<file path="config.mk">
export PLATFORM = sky130hd
export DESIGN_NAME = zoom_in_replicacao_flat
export DESIGN_NICKNAME = d
export VERILOG_FILES = /design/src/rtl/zoom_in_replicacao_if.sv /design/src/rtl/zoom_in_replicacao.sv /design/src/flat_wrapper.sv
export SDC_FILE = /design/constraint.sdc
export NUM_CORES = 1
export LEC_CHECK = 0
export CAP_MARGIN = 20
export CORE_MARGIN = 2
export CORE_UTILIZATION = 50
export CTS_BUF_LIST = sky130_fd_sc_hd__clkbuf_8
export DETAILED_ROUTE_END_ITERATION = 8
export GPL_ROUTABILITY_DRIVEN = 1
export PLACE_DENSITY = 0.77
export SLEW_MARGIN = 15
export SYNTH_ARGS = -nofsm -noshare
export SYNTH_HDL_FRONTEND = slang
export SYNTH_SLANG_ARGS = --single-unit
export TNS_END_PERCENT = 30
</file>
<file path="constraint.sdc">
create_clock -name clk -period 11.79 [get_ports clk]
set_input_delay 2.358 -clock clk [delete_from_list [all_inputs] [get_ports clk]]
set_output_delay 2.358 -clock clk [all_outputs]
set_load 0.005 [all_outputs]
</file>
<file path="src/rtl/zoom_in_replicacao_if.sv">
// Memory-side bus of the zoom-in engine: source read port plus destination write port.
// Latency: read data is expected one clock after rd_en; writes take effect on the wr_en cycle.
// Backpressure: none; the engine assumes both memories accept one access per cycle.
//
// master: engine side (drives read strobe/address and the whole write port)
// slave : memory side (returns rd_data)
interface zoom_in_replicacao_if #(
  parameter int PIXEL_W     = 8,
  parameter int ADDR_ORIG_W = 15,
  parameter int ADDR_DEST_W = 19
);
  logic                   rd_en;
  logic [ADDR_ORIG_W-1:0] rd_addr;
  logic [PIXEL_W-1:0]     rd_data;
  logic                   wr_en;
  logic [ADDR_DEST_W-1:0] wr_addr;
  logic [PIXEL_W-1:0]     wr_data;
  logic [9:0]             x_dest;
  logic [9:0]             y_dest;

  modport master (
    output rd_en, rd_addr,
    input  rd_data,
    output wr_en, wr_addr, wr_data, x_dest, y_dest
  );

  modport slave (
    input  rd_en, rd_addr,
    output rd_data,
    input  wr_en, wr_addr, wr_data, x_dest, y_dest
  );
endinterface

</file>
<file path="src/rtl/zoom_in_replicacao.sv">
// Zoom-in by pixel replication: each source pixel is read once and written to an NxN block (N=2/4).
// Latency: per source pixel 1 read + 1 wait + N*N write cycles; concluido at 1 + P*(2+N*N) after start.
// Backpressure: none; memories must accept one access per cycle, iniciar is ignored while busy.
//
// Ports: clk, reset_n (async active-low); iniciar/fator_zoom start a run (01=2x, 10=4x, others
// raise erro); ocupado/concluido report run status; mem carries the source read and
// destination write ports (see zoom_in_replicacao_if).
module zoom_in_replicacao #(
  parameter int LARG_ORIG   = 160,
  parameter int ALT_ORIG    = 120,
  parameter int PIXEL_W     = 8,
  parameter int ADDR_ORIG_W = 15,
  parameter int ADDR_DEST_W = 19
) (
  input  logic                  clk,
  input  logic                  reset_n,
  input  logic                  iniciar,
  input  logic [1:0]            fator_zoom,
  output logic                  ocupado,
  output logic                  concluido,
  output logic                  erro,
  zoom_in_replicacao_if.master  mem
);

  localparam logic [2:0] OCIOSO  = 3'd0;
  localparam logic [2:0] LER     = 3'd1;
  localparam logic [2:0] ESPERA  = 3'd2;
  localparam logic [2:0] ESCREVE = 3'd3;
  localparam logic [2:0] FIM     = 3'd4;

  localparam logic [9:0] XS_LAST = 10'(LARG_ORIG - 1);
  localparam logic [9:0] YS_LAST = 10'(ALT_ORIG - 1);

  logic [2:0]         state;
  logic               zoom4;   // 1: N=4, 0: N=2
  logic [9:0]         xs;
  logic [9:0]         ys;
  logic [1:0]         dx;
  logic [1:0]         dy;
  logic [PIXEL_W-1:0] pixel;
  logic [1:0]         n_last;  // N-1

  assign n_last = zoom4 ? 2'd3 : 2'd1;

  always_ff @(posedge clk or negedge reset_n) begin
    if (!reset_n) begin
      state <= OCIOSO;
      zoom4 <= 1'b0;
      xs    <= '0;
      ys    <= '0;
      dx    <= '0;
      dy    <= '0;
      pixel <= '0;
      erro  <= 1'b0;
    end else begin
      erro <= 1'b0;
      case (state)
        OCIOSO: begin
          if (iniciar) begin
            if (fator_zoom == 2'b01 || fator_zoom == 2'b10) begin
              zoom4 <= (fator_zoom == 2'b10);
              xs    <= '0;
              ys    <= '0;
              dx    <= '0;
              dy    <= '0;
              state <= LER;
            end else begin
              erro <= 1'b1;
            end
          end
        end
        LER: state <= ESPERA;
        ESPERA: begin
          pixel <= mem.rd_data;
          state <= ESCREVE;
        end
        ESCREVE: begin
          // Row-major walk of the NxN block, then step to the next source pixel.
          if (dx != n_last) begin
            dx <= dx + 2'd1;
          end else begin
            dx <= '0;
            if (dy != n_last) begin
              dy <= dy + 2'd1;
            end else begin
              dy <= '0;
              if (xs == XS_LAST) begin
                xs <= '0;
                if (ys == YS_LAST) begin
                  state <= FIM;
                end else begin
                  ys    <= ys + 10'd1;
                  state <= LER;
                end
              end else begin
                xs    <= xs + 10'd1;
                state <= LER;
              end
            end
          end
        end
        FIM:     state <= OCIOSO;
        default: state <= OCIOSO;
      endcase
    end
  end

  // Status and strobes decode straight from the state, so an async reset clears them at once.
  assign ocupado   = (state == LER) || (state == ESPERA) || (state == ESCREVE);
  assign concluido = (state == FIM);
  assign mem.rd_en = (state == LER);
  assign mem.wr_en = (state == ESCREVE);

  // N is a power of two, so the block origin is a shift of the source coordinate.
  assign mem.x_dest = zoom4 ? ((xs << 2) + {8'd0, dx}) : ((xs << 1) + {9'd0, dx[0]});
  assign mem.y_dest = zoom4 ? ((ys << 2) + {8'd0, dy}) : ((ys << 1) + {9'd0, dy[0]});

  logic [ADDR_DEST_W-1:0] larg_dest;
  assign larg_dest = zoom4 ? ADDR_DEST_W'(LARG_ORIG * 4) : ADDR_DEST_W'(LARG_ORIG * 2);

  // Constant-coefficient products; the declared widths hold the largest addresses exactly.
  assign mem.wr_addr = ADDR_DEST_W'(mem.y_dest) * larg_dest + ADDR_DEST_W'(mem.x_dest);
  assign mem.rd_addr = ADDR_ORIG_W'(ys) * ADDR_ORIG_W'(LARG_ORIG) + ADDR_ORIG_W'(xs);
  assign mem.wr_data = pixel;

endmodule

</file>
<file path="src/flat_wrapper.sv">
// flat-port wrapper written by rule: the top's interface ports become plain ports
module zoom_in_replicacao_flat 
#(
  parameter int LARG_ORIG   = 160,
  parameter int ALT_ORIG    = 120,
  parameter int PIXEL_W     = 8,
  parameter int ADDR_ORIG_W = 15,
  parameter int ADDR_DEST_W = 19
)
  (clk, reset_n, iniciar, fator_zoom, ocupado, concluido, erro, mem_rd_en, mem_rd_addr, mem_rd_data, mem_wr_en, mem_wr_addr, mem_wr_data, mem_x_dest, mem_y_dest);
  zoom_in_replicacao_if #(.PIXEL_W(PIXEL_W), .ADDR_ORIG_W(ADDR_ORIG_W), .ADDR_DEST_W(ADDR_DEST_W)) mem_i ();
  input  logic clk;
  input  logic reset_n;
  input  logic iniciar;
  input  logic [1:0] fator_zoom;
  output logic ocupado;
  output logic concluido;
  output logic erro;
  output wire logic [$bits(mem_i.rd_en)-1:0] mem_rd_en;
  output wire logic [$bits(mem_i.rd_addr)-1:0] mem_rd_addr;
  input wire logic [$bits(mem_i.rd_data)-1:0] mem_rd_data;
  output wire logic [$bits(mem_i.wr_en)-1:0] mem_wr_en;
  output wire logic [$bits(mem_i.wr_addr)-1:0] mem_wr_addr;
  output wire logic [$bits(mem_i.wr_data)-1:0] mem_wr_data;
  output wire logic [$bits(mem_i.x_dest)-1:0] mem_x_dest;
  output wire logic [$bits(mem_i.y_dest)-1:0] mem_y_dest;
  assign mem_rd_en = mem_i.rd_en;
  assign mem_rd_addr = mem_i.rd_addr;
  assign mem_i.rd_data = mem_rd_data;
  assign mem_wr_en = mem_i.wr_en;
  assign mem_wr_addr = mem_i.wr_addr;
  assign mem_wr_data = mem_i.wr_data;
  assign mem_x_dest = mem_i.x_dest;
  assign mem_y_dest = mem_i.y_dest;
  zoom_in_replicacao #(.LARG_ORIG(LARG_ORIG), .ALT_ORIG(ALT_ORIG), .PIXEL_W(PIXEL_W), .ADDR_ORIG_W(ADDR_ORIG_W), .ADDR_DEST_W(ADDR_DEST_W)) u_core (.clk(clk), .reset_n(reset_n), .iniciar(iniciar), .fator_zoom(fator_zoom), .ocupado(ocupado), .concluido(concluido), .erro(erro), .mem(mem_i));
endmodule
</file>
==> metrics.txt, run 1 <==
Hold Crit Start u_core.mem.wr_data[0]; Max-cap violations 0; status complete, no violations; CP Class register to output pin; Layout Area Growth over Synthesis 20.7%; slew margin rel. 0.548; Post-Syn Instances 475; Worst EP required 9430 ps; DR DRC count 0; ys flop type dfrtp_1; fin nets 628; layout cells sized above 1 0.0659; Top-Level Pins 80; clock skew 6.33 ps; CTS tree built; initial antenna violation count 0; Die H 95.0 um; # setup viols final 0; Setup crit start u_core.zoom4; Reg area 926 um2; hpwl dp 6.82 mm; Hold Fails Final Rpt 0; WHS 507 ps; footprint of the multi-input gates 2850 um2; Slew @ Worst Pin 661 ps; CTS clock-pin slew for the worst setup and hold paths 70 ps; I/O Buffers 79; Total GRT Usage 0.204; cell breakdown of the critical path buf_8, and2_1, ha_1, fa_1, ha_1, fa_1, ha_1, ha_1, o21a_1, a2111oi_0, o31ai_1, a21oi_1, xnor2_1, clkdlybuf4s50_1; die width 95.0 um; synth unique cells 53; RSZ-0062 raised after global routing no; Max FO, Critical Path 27; vias in the first global route 3305; CP Launch Type register; TritonRoute pass-1 iters 5; pin count of the biggest net entering global routing 39; fin crit share 0.645; most frequent CP cell ha_1; Seq/Total Area, Yosys 0.224; Hold-fix buffers, CTS 0; Leak 0.00256 uW; clock root buffer clkbuf_8; postcts setup bufs 0; register bit total from synthesis 37; Cell Rows 33; WL final 8.60 mm; EDFF count, synth 0; Worst VDD drop 0.133 mV; critical-path cell with the highest stage delay a2111oi_0; Hold Crit Class register to register; Pwr per Cell Area 190 nW/um2; fmax 132 MHz; total gr overflow 0; Die ar. 9020 um2; core outline area 8130 um2; Routed Antenna Nets 0; diodes inserted 0; Tmin final 7600 ps; Async SR Flop Fraction 1.00; worst skew pair latency 300 ps; synthesized area 4140 um2; Arrival @ worst endpoint 5250 ps; Initial Util 0.509; Starting DRT DRC Count 106; most frequent cells in the layout clkdlybuf4s50_1 (79), ha_1 (71), inv_1 (52); r2r startpoint u_core.zoom4; # clock sinks 37; vias per inst 5.32; Ys Warns 0; routed len/inst 13.5 um; Buf/Inv on CP 2; Max stage delay on crit path 640 ps; endpoint type of the worst setup path output pin; Resize count post-CTS 0; Final Max Tran Viols 0; most common cell after layout, fill and taps aside clkdlybuf4s50_1; global-route wire length before repair 14.7 mm; Filler cells 688; CP top delay family adder cells; H-tree depth 2; Final Wtd Congestion 0.808; Vias 3382; CTS Buffer Depth 2; TNS Setup 0 ps; total CTS buffers 5; syn_area_per_cell 8.71 um2
## registers in the layout, summed over array words and instances (netlist names)
signal	cells
u_core.erro	1
u_core.ys	10
u_core.mem.wr_data	8
u_core.dy	2
u_core.zoom4	1
u_core.xs	10
u_core.dx	2
u_core.state	3
## layout make-up
class / count / share of cell area
multi-input combinational: 355 / 0.570
tap: 105 / 0.0263
inverter: 51 / 0.0383
timing repair buffer: 81 / 0.163
sequential: 37 / 0.185
clock inverter: 1 / 0.000751
clock buffer: 6 / 0.0165
## final timing paths
kind | endpoint | slack (ps) | cells past startpoint
setup / recovery | mem_wr_addr[17] | 4190 | 14
hold / removal | u_core.mem.wr_data[0] | 510 | 1
setup reg to reg | u_core.ys[6] | 9370 | 7
hold reg to reg | u_core.mem.wr_data[0] | 510 | 1
max in group asynchronous | u_core.ys[9] | 8970 | 2
min in group asynchronous | u_core.dy[0] | 2490 | 2
## Yosys cell counts (7+ instances only)
library cell | n | area, um2
a21oi_1 | 17 | 85.1
buf_4 | 13 | 97.6
o21ai_0 | 37 | 185
nor3_1 | 7 | 35.0
mux2_2 | 17 | 191
dfrtp_1 | 37 | 926
fa_1 | 13 | 260
and3_1 | 8 | 50.1
clkbuf_1 | 16 | 60.1
nand3_1 | 16 | 80.1
nor2_1 | 20 | 75.1
xor2_1 | 10 | 87.6
ha_1 | 71 | 888
nand4_1 | 8 | 50.1
inv_1 | 51 | 191
xnor2_1 | 23 | 201
nand2_1 | 44 | 165
## layer usage
layer  vias to the layer above  global-route usage  wire length, um
met5                         -                   0                0
met4                         0              0.0447              102
met3                         9              0.0423              463
met2                        82               0.353             4240
met1                      1579               0.261             3800
li1                       1712                   -                -
## worst reg2reg max path, cell delays in order, from the launching register on
cell	delay (ps)
dfrtp_1	650
buf_8	240
and3_1	190
o211ai_1	200
o22ai_4	360
nand2_4	140
or4_1	490
nand2_1	80
## through the flow
| stage | worst slack, ps | utilization | total power [uW] | std cells | area [um2] |
|---|---|---|---|---|---|
| floorplan | 5330 | - | 580 | 477 | 4150 |
| global placement | 4350 | 0.602 | 844 | 628 | 4890 |
| detailed placement | 4240 | 0.602 | 865 | 628 | 4890 |
| CTS | 3900 | 0.612 | 958 | 635 | 4980 |
| global route | 3880 | 0.614 | 1040 | 636 | 5000 |
| finish | 4190 | 0.614 | 950 | 636 | 5000 |
## logic make-up after synthesis
| family | synth area share |
|---|---|
| compound gates | 0.114 |
| xor+xnor | 0.0699 |
| fa+ha+maj | 0.278 |
| buf+inv | 0.0898 |
| flops | 0.224 |
| mux | 0.0487 |
| other cells | 0.00182 |
| simple gates | 0.175 |
## where the power goes
part | leakage [uW] | switching [uW] | internal, uW | total, uW
sequential | 0.000468 | 63.1 | 170 | 233
combinational | 0.00204 | 274 | 353 | 627
clock | 0.0000485 | 45.3 | 45.5 | 90.9
Note: power is estimated with default switching activity, not from simulation.
==> inputs of run 2 (changes only) <==
clock period = 7.6 ns   (was 11.79 ns; I/O delays follow)
==> run 2 against run 1 <==
Against the previous run: critical path type unchanged; largest power group unchanged; utilization barely moved; combinational power rose by 53%; die area did not move; sequential power rose by 58%; hold slack improved by 4.0 ps; highest routed layer unchanged.
==> metrics.txt, run 2 (synthesis results as in run 1) <==
fin nets 628 (unchanged); endpoint type of the worst setup path output pin; Total GRT Usage 0.199 (-0.00462); clock skew 10.1 ps (+3.81 ps); r2r startpoint u_core.zoom4; Max-cap violations 0 (unchanged); slew margin rel. 0.478 (-0.0698); hold path cells 1 (unchanged); vias in the first global route 3179 (-3.8%); core outline area 8130 um2 (unchanged); Post-Place Cells 629 (+0.16%); most common cell after layout, fill and taps aside clkdlybuf4s50_1; Final Max Tran Viols 0 (unchanged); diodes inserted 0 (unchanged); Die ar. 9020 um2 (unchanged); pin count of the biggest net entering global routing 38 (-2.6%); Die H 95.0 um (unchanged); die width 95.0 um (unchanged); Vias 3380 (-0.059%); footprint of the multi-input gates 2850 um2 (unchanged); final instance area 5000 um2 (about the same); Resize count post-CTS 0 (unchanged); Layout Area Growth over Synthesis 20.8% (about the same); TritonRoute pass-1 iters 4 (-1); Max FO, Critical Path 30 (+11%); layout cells sized above 1 0.0695 (+0.00364); H-tree depth 2 (unchanged); Hold Crit Class register to register; # clock sinks 37 (unchanged); most frequent cells in the layout clkdlybuf4s50_1 (79), ha_1 (71), inv_1 (51); Hold Crit Start u_core.mem.wr_data[4]; TNS Setup 0 ps (unchanged); RSZ-0062 raised after global routing no; # setup viols final 0 (unchanged); post-layout util 0.615 (about the same); worst r2r path cells 6 (-1); worst skew pair latency 290 ps (about the same); Finished Layout Cells 637 (+0.16%); total CTS buffers 5 (unchanged); CP Class register to output pin; routed len/inst 13.1 um (-2.8%); DP Area 4900 um2 (+0.15%); Worst EP required 6080 ps (-3350 ps); vias per inst 5.31 (-0.22%); Initial Util 0.509 (unchanged); global-route wire length before repair 14.3 mm (-2.8%); Filler cells 692 (+0.58%); Hold-fix buffers, CTS 0 (unchanged); flop2flop setup slack 5120 ps (-4250 ps); Cell Rows 33 (unchanged); fin crit share 0.901; total gr overflow 0 (unchanged); Final Wtd Congestion 0.798 (-1.3%); Min-Delay Endpoint u_core.mem.wr_data[4]; fmax 146 MHz; DR DRC count 0 (unchanged); Reg area 926 um2 (unchanged); postcts setup bufs 0 (unchanged); capture point of the worst reg-to-reg path u_core.ys[6]; status complete, no violations; CTS Buffer Depth 2 (unchanged); Tmin final 6850 ps; CTS tree built; Arrival @ worst endpoint 5330 ps (+80 ps); Pwr per Cell Area 295 nW/um2 (+55%); CP Launch Type register; Slew @ Worst Pin 783 ps (+122 ps); WL final 8.38 mm (-2.6%); clock root buffer clkbuf_8; Top-Level Pins 80 (unchanged); Starting DRT DRC Count 130 (+23%); total power 1470 uW (+55%); Leak 0.00256 uW (about the same); Routed Antenna Nets 0 (unchanged); Hold Fails Final Rpt 0 (unchanged); I/O Buffers 79 (unchanged); initial antenna violation count 0 (unchanged); CTS clock-pin slew for the worst setup and hold paths 80 ps (about the same); Worst VDD drop 0.222 mV (+67%); hpwl dp 6.79 mm (-0.52%)
run 2: final cells by class:
type	instances	share of cell area
flip-flops and latches	37	0.185
clock inverters	2	0.00275
well taps	105	0.0263
inverters	51	0.0383
repair buffers	81	0.161
multi-input cells	355	0.570
clock buffers	6	0.0165
run 2: critical path, stage by stage, from the launching register on:
cell             delay, ps
dfrtp_1                850
buf_4                  300
mux2_2                 360
ha_1                   300
ha_1                   280
inv_1                   50
fa_1                   590
inv_1                   60
ha_1                   280
a21oi_1                170
o21ai_0                140
a2111oi_0              630
o31ai_1                170
a21oi_1                210
xnor2_1                130
clkdlybuf4s50_1        510
run 2: worst max-delay path by stage:
stage	end	from	slack, ps
3_5_place_dp	mem_wr_addr[17]	u_core.zoom4	1150
6_report	mem_wr_addr[17]	u_core.zoom4	750
2_1_floorplan	mem_wr_addr[17]	u_core.zoom4	1980
5_1_grt	mem_wr_addr[17]	u_core.zoom4	340
3_3_place_gp	mem_wr_addr[17]	u_core.zoom4	1210
4_1_cts	mem_wr_addr[17]	u_core.zoom4	810
run 2: report_power, final:
part / leakage, uW / switching, uW / internal [uW]
logic: 0.00204 / 417 / 546
registers: 0.000468 / 104 / 263
clock network: 0.0000512 / 71.5 / 73.5
run 2: routing by layer:
layer / global-route usage / vias up / share of wire
met5: 0 / - / 0
met4: 0.0435 / 0 / 0.016
met3: 0.0415 / 11 / 0.056
met2: 0.346 / 88 / 0.48
met1: 0.255 / 1571 / 0.45
li1: - / 1710 / -
run 2: per-stage QoR:
step / setup slack (ps) / hold WS [ps]
detailed placement: 1150 / 495
global route: 339 / 534
floorplan: 1980 / 487
CTS: 815 / 514
finish: 751 / 511
global placement: 1210 / 489
